### src/rtl/pc_sequencer.sv
// Program-counter sequencer for the SPORK fetch stage: start/halt control,
// absolute and PC-relative jumps, and a hardware return-address stack for call/ret.
module pc_sequencer #(
    parameter int              PC_W        = 16,
    parameter int              OFF_W       = 8,
    parameter int              STACK_DEPTH = 4,
    parameter logic [PC_W-1:0] RESET_ADDR  = '0,
    localparam int             CNT_W       = $clog2(STACK_DEPTH + 1)
) (
    input  logic             clk,
    input  logic             reset,
    input  logic             start,
    input  logic             halt,
    input  logic             jump,
    input  logic             jump_rel,
    input  logic [OFF_W-1:0] jump_value,
    input  logic             call,
    input  logic             ret,
    output logic [PC_W-1:0]  PC,
    output logic             running,
    output logic [CNT_W-1:0] stack_count,
    output logic             stack_overflow,
    output logic             stack_underflow
);

    localparam int IDX_W = (STACK_DEPTH > 1) ? $clog2(STACK_DEPTH) : 1;

    typedef enum logic [1:0] {
        IDLE   = 2'd0,
        RUN    = 2'd1,
        HALTED = 2'd2
    } state_t;

    state_t            state_q, state_d;
    logic [PC_W-1:0]   pc_q, pc_d;
    logic [CNT_W-1:0]  cnt_q, cnt_d;
    logic              ovf_q, ovf_d;
    logic              unf_q, unf_d;
    logic [PC_W-1:0]   stack_q [STACK_DEPTH];
    logic [PC_W-1:0]   stack_d [STACK_DEPTH];

    logic [PC_W-1:0]   pc_inc;
    logic [PC_W-1:0]   target;
    logic              stack_full;
    logic              stack_empty;

    // Relative targets sign-extend the operand; absolute targets zero-extend it.
    always_comb begin
        pc_inc      = pc_q + PC_W'(1);
        target      = jump_rel ? (pc_q + PC_W'($signed(jump_value))) : PC_W'(jump_value);
        stack_full  = (cnt_q == CNT_W'(STACK_DEPTH));
        stack_empty = (cnt_q == '0);
    end

    always_comb begin
        state_d = state_q;
        pc_d    = pc_q;
        cnt_d   = cnt_q;
        ovf_d   = ovf_q;
        unf_d   = unf_q;
        stack_d = stack_q;

        case (state_q)
            IDLE: begin
                if (start) begin
                    state_d = RUN;
                    pc_d    = RESET_ADDR;
                end
            end
            RUN: begin
                if (halt) begin
                    state_d = HALTED;
                end else if (ret) begin
                    if (!stack_empty) begin
                        pc_d  = stack_q[IDX_W'(cnt_q - CNT_W'(1))];
                        cnt_d = cnt_q - CNT_W'(1);
                    end else begin
                        unf_d = 1'b1;
                        pc_d  = pc_inc;
                    end
                end else if (call) begin
                    if (!stack_full) begin
                        stack_d[IDX_W'(cnt_q)] = pc_inc;
                        pc_d  = target;
                        cnt_d = cnt_q + CNT_W'(1);
                    end else begin
                        ovf_d = 1'b1;
                        pc_d  = pc_inc;
                    end
                end else if (jump) begin
                    pc_d = target;
                end else begin
                    pc_d = pc_inc;
                end
            end
            HALTED: begin
                // Resume holds PC on the start edge; increments begin on the next one.
                if (start) begin
                    state_d = RUN;
                end
            end
            default: begin
                state_d = IDLE;
            end
        endcase
    end

    always_ff @(posedge clk) begin
        if (!reset) begin
            state_q <= IDLE;
            pc_q    <= RESET_ADDR;
            cnt_q   <= '0;
            ovf_q   <= 1'b0;
            unf_q   <= 1'b0;
        end else begin
            state_q <= state_d;
            pc_q    <= pc_d;
            cnt_q   <= cnt_d;
            ovf_q   <= ovf_d;
            unf_q   <= unf_d;
        end
    end

    // Stack storage carries no reset; only the occupancy count defines valid entries.
    always_ff @(posedge clk) begin
        stack_q <= stack_d;
    end

    assign PC              = pc_q;
    assign running         = (state_q == RUN);
    assign stack_count     = cnt_q;
    assign stack_overflow  = ovf_q;
    assign stack_underflow = unf_q;

endmodule

### config.mk
export PLATFORM = sky130hd
export DESIGN_NAME = pc_sequencer
export DESIGN_NICKNAME = d
export VERILOG_FILES = /design/src/rtl/pc_sequencer.sv
export SDC_FILE = /design/constraint.sdc
export NUM_CORES = 1
export LEC_CHECK = 0
export CAP_MARGIN = 20
export CORE_UTILIZATION = 41
export CTS_BUF_LIST = sky130_fd_sc_hd__clkbuf_8
export DETAILED_ROUTE_END_ITERATION = 10
export GPL_ROUTABILITY_DRIVEN = 0
export PLACE_DENSITY_LB_ADDON = 0.3
export SLEW_MARGIN = 10
export SYNTH_ARGS = -nofsm -noshare
export SYNTH_HDL_FRONTEND = slang
export SYNTH_SLANG_ARGS = --single-unit
export TNS_END_PERCENT = 10
### constraint.sdc
create_clock -name clk -period 2.55 [get_ports clk]
set_input_delay 0.3825 -clock clk [delete_from_list [all_inputs] [get_ports clk]]
set_output_delay 0.3825 -clock clk [all_outputs]
set_load 0.03 [all_outputs]
==> run metrics <==
status=complete, no violations; length of the first detailed-routing pass in iterations=7; Finished Cell Area=a little over 0.006 mm^2; CP Class=in2reg; most common cell in the netlist=edfxtp_1; die width=about 110 um; CP arrival=around 2700 ps; Total Power=~2800 uW; Clock Latency Late Sink=370 ps; routed len/inst=between 15 and 20 um; total wire length=about 12000 um; Unique masters post-synth=62; DRT antenna net count=0; Max Cap Viol=0; multi-input logic area=about 0.0025 mm^2; yosys warns=0; setup TNS=0 ps; Synth area leaders=edfxtp_1, dfxtp_1, mux4_2; Final setup viols=0; Seq/Total Area, Yosys=~48%; RSZ-0062 raised after global routing=true; Initial Utilization=between 40% and 50%; hpwl dp=8710 um; Worst Tran Pin Value=~560 ps; initial antenna violation count=0; post-synthesis cell area=0.00496 mm^2; Tcrit/Tclk final=~94%; grt total ovfl=0; P_leak=0.00228 uW; vias in the first global route=~3700; share of layout cells above drive strength 1=between 20% and 30%; via/cell ratio=5.65; antenna cells=0; Cells after Synth=433; fin. max-slew vios=0; Reg area=around 0.0024 mm^2; NumNets Final=559; dpl cell area=between 0.005 and 0.006 mm^2; # fillers=~1000; startpoint types=primary input; Max Clock Skew=a little over 7 ps; Post-synth ARST share=0%; TritonCTS buffer count=9; Root Buffer=clkbuf_8; Layout area overhead=23.4%; io pins=38; number of synthesized register bits=87; PortBufs=37; Final Hold Fails=0; worst min path class=reg2reg; EDFF count, synth=64; Req. time, crit path=around 2900 ps; die height=about 110 um; DRT iter0 DRCs=between 300 and 400; Commonest cells post-synth=edfxtp_1, a21oi_1, nand2_1, nor2_1, o21ai_0; Mean Syn Cell Area=11.5 um^2; vias=3773; power per cell area=about 460 mW/mm^2; Reg clk slew, reported paths=~90 ps; maximum root-to-sink buffer count=2; CTS tree=yes; H-tree Lvls=3; GRT Total Usage=approximately a fifth; Rows=39; Max Fclk=approximately 420 MHz; worst rel slew slack=62.5%; VDD IR max=around 0.22 mV; Die Footprint=0.0125 mm^2; DRC=0; Period minus WS final=about 2400 ps; Syn Nets=472; Core ar.=0.0116 mm^2; Synth area leader=edfxtp_1; clock sinks=87; pin count of the biggest net entering global routing=21; critical path peak fanout=8; first-pass GRT wire length=between 15000 and 20000 um; Yosys top cell area share=38.7%; ys flop type=edfxtp_1; CP endpoint kind=flip-flop
==> layout by cell type (no fill, tap or decap), drive strengths merged, types with 3 or more instances in the layout <==
| cell type | count |
|---|---|
| mux4 | 16 |
| o21a | 5 |
| a221oi | 4 |
| nor2b | 11 |
| clkdlybuf4s50 | 37 |
| nand2 | 27 |
| clkinvlp | 3 |
| nand4 | 4 |
| nor3 | 6 |
| nor4 | 6 |
| a2111oi | 3 |
| ha | 22 |
| and3 | 5 |
| a21o | 6 |
| a211oi | 10 |
| o21ai | 27 |
| dfxtp | 23 |
| and2 | 13 |
| a31oi | 8 |
| inv | 19 |
| clkbuf | 9 |
| buf | 60 |
| xnor2 | 14 |
| mux2i | 9 |
| nand2b | 5 |
| xor2 | 15 |
| o31ai | 5 |
| nand3 | 9 |
| nor2 | 27 |
| a21oi | 28 |
| edfxtp | 64 |
==> through the flow <==
| step | util, % | setup slack [ps] | std cells | hold slack, ps |
|---|---|---|---|---|
| after floorplan | - | -71.4 | 433 | 513 |
| after global placement | 50.8 | -260 | 649 | 480 |
| after detailed placement | 50.8 | -288 | 649 | 491 |
| after CTS | 52.3 | 101 | 665 | 516 |
| after global routing | 52.7 | -17.4 | 668 | 553 |
| final | 52.7 | 164 | 668 | 505 |
==> layout make-up <==
| cell class | instances | share of cell area, % |
|---|---|---|
| Clock buffer | 9 | 2.02 |
| Clock inverter | 7 | 0.776 |
| Inverter | 16 | 0.980 |
| Multi-Input combinational cell | 309 | 40.2 |
| Sequential cell | 87 | 38.9 |
| Tap cell | 143 | 2.92 |
| Timing Repair Buffer | 97 | 14.2 |
==> worst max-delay path, stage by stage <==
cell and delay, ps:
clkdlybuf4s50_1 400, buf_4 180, ha_1 330, a21o_1 180, buf_4 140, a21oi_1 150
o21ai_0 130, a41oi_2 260, o21ai_0 170, xnor2_1 160, a211oi_2 200
==> sequential cells by signal (all words and copies together), names as in the netlist <==
signal           cells
state_q              2
PC                  16
stack_count          3
stack_q             64
stack_overflow       1
stack_underflow      1
==> timing repair <==
item	4_1_cts	5_1_grt
buffers inserted	0	3
resized for setup	0	6
hold buffers	0	0
setup endpoints to repair	0	7
==> per-layer routing <==
| layer | share of wire, % | track usage [%] | up-vias | wire [um] |
|---|---|---|---|---|
| met5 | 0 | 0 | - | 0 |
| met1 | 46 | 27.7 | 1840 | 5460 |
| met4 | 1.7 | 7.29 | 0 | 197 |
| li1 | - | - | 1806 | - |
| met2 | 47 | 32.0 | 108 | 5540 |
| met3 | 5.0 | 2.86 | 19 | 591 |
==> path summary, 6_finish.rpt <==
check                    endpoint  cells past startpoint  slack (ps)       startpoint
hold / removal    stack_underflow                      2         510  stack_underflow
setup reg to reg           PC[12]                     10         270   stack_count[1]
setup / recovery           PC[15]                     11         160    jump_value[7]
hold reg to reg   stack_underflow                      2         510  stack_underflow
==> logic make-up after synthesis <==
| logic type | after synthesis | share of synthesized area [%] |
|---|---|---|
| and+or+nand+nor | 117 | 13.3 |
| AOI/OAI and AO/OA | 113 | 15.0 |
| adders and majority gates | 23 | 5.95 |
| buffers and inverters | 37 | 3.18 |
| xor gates and xnor gates | 29 | 5.12 |
| DFF | 87 | 48.0 |
| muxes | 27 | 9.53 |
==> report_power, final <==
part	switching (uW)	internal [uW]	total [uW]	leakage, uW
clock network	521	354	874	0.0000811
logic	219	191	410	0.00141
registers	12.5	1520	1530	0.000791
total	752	2060	2810	0.00228
(Power assumes the default switching activity.)
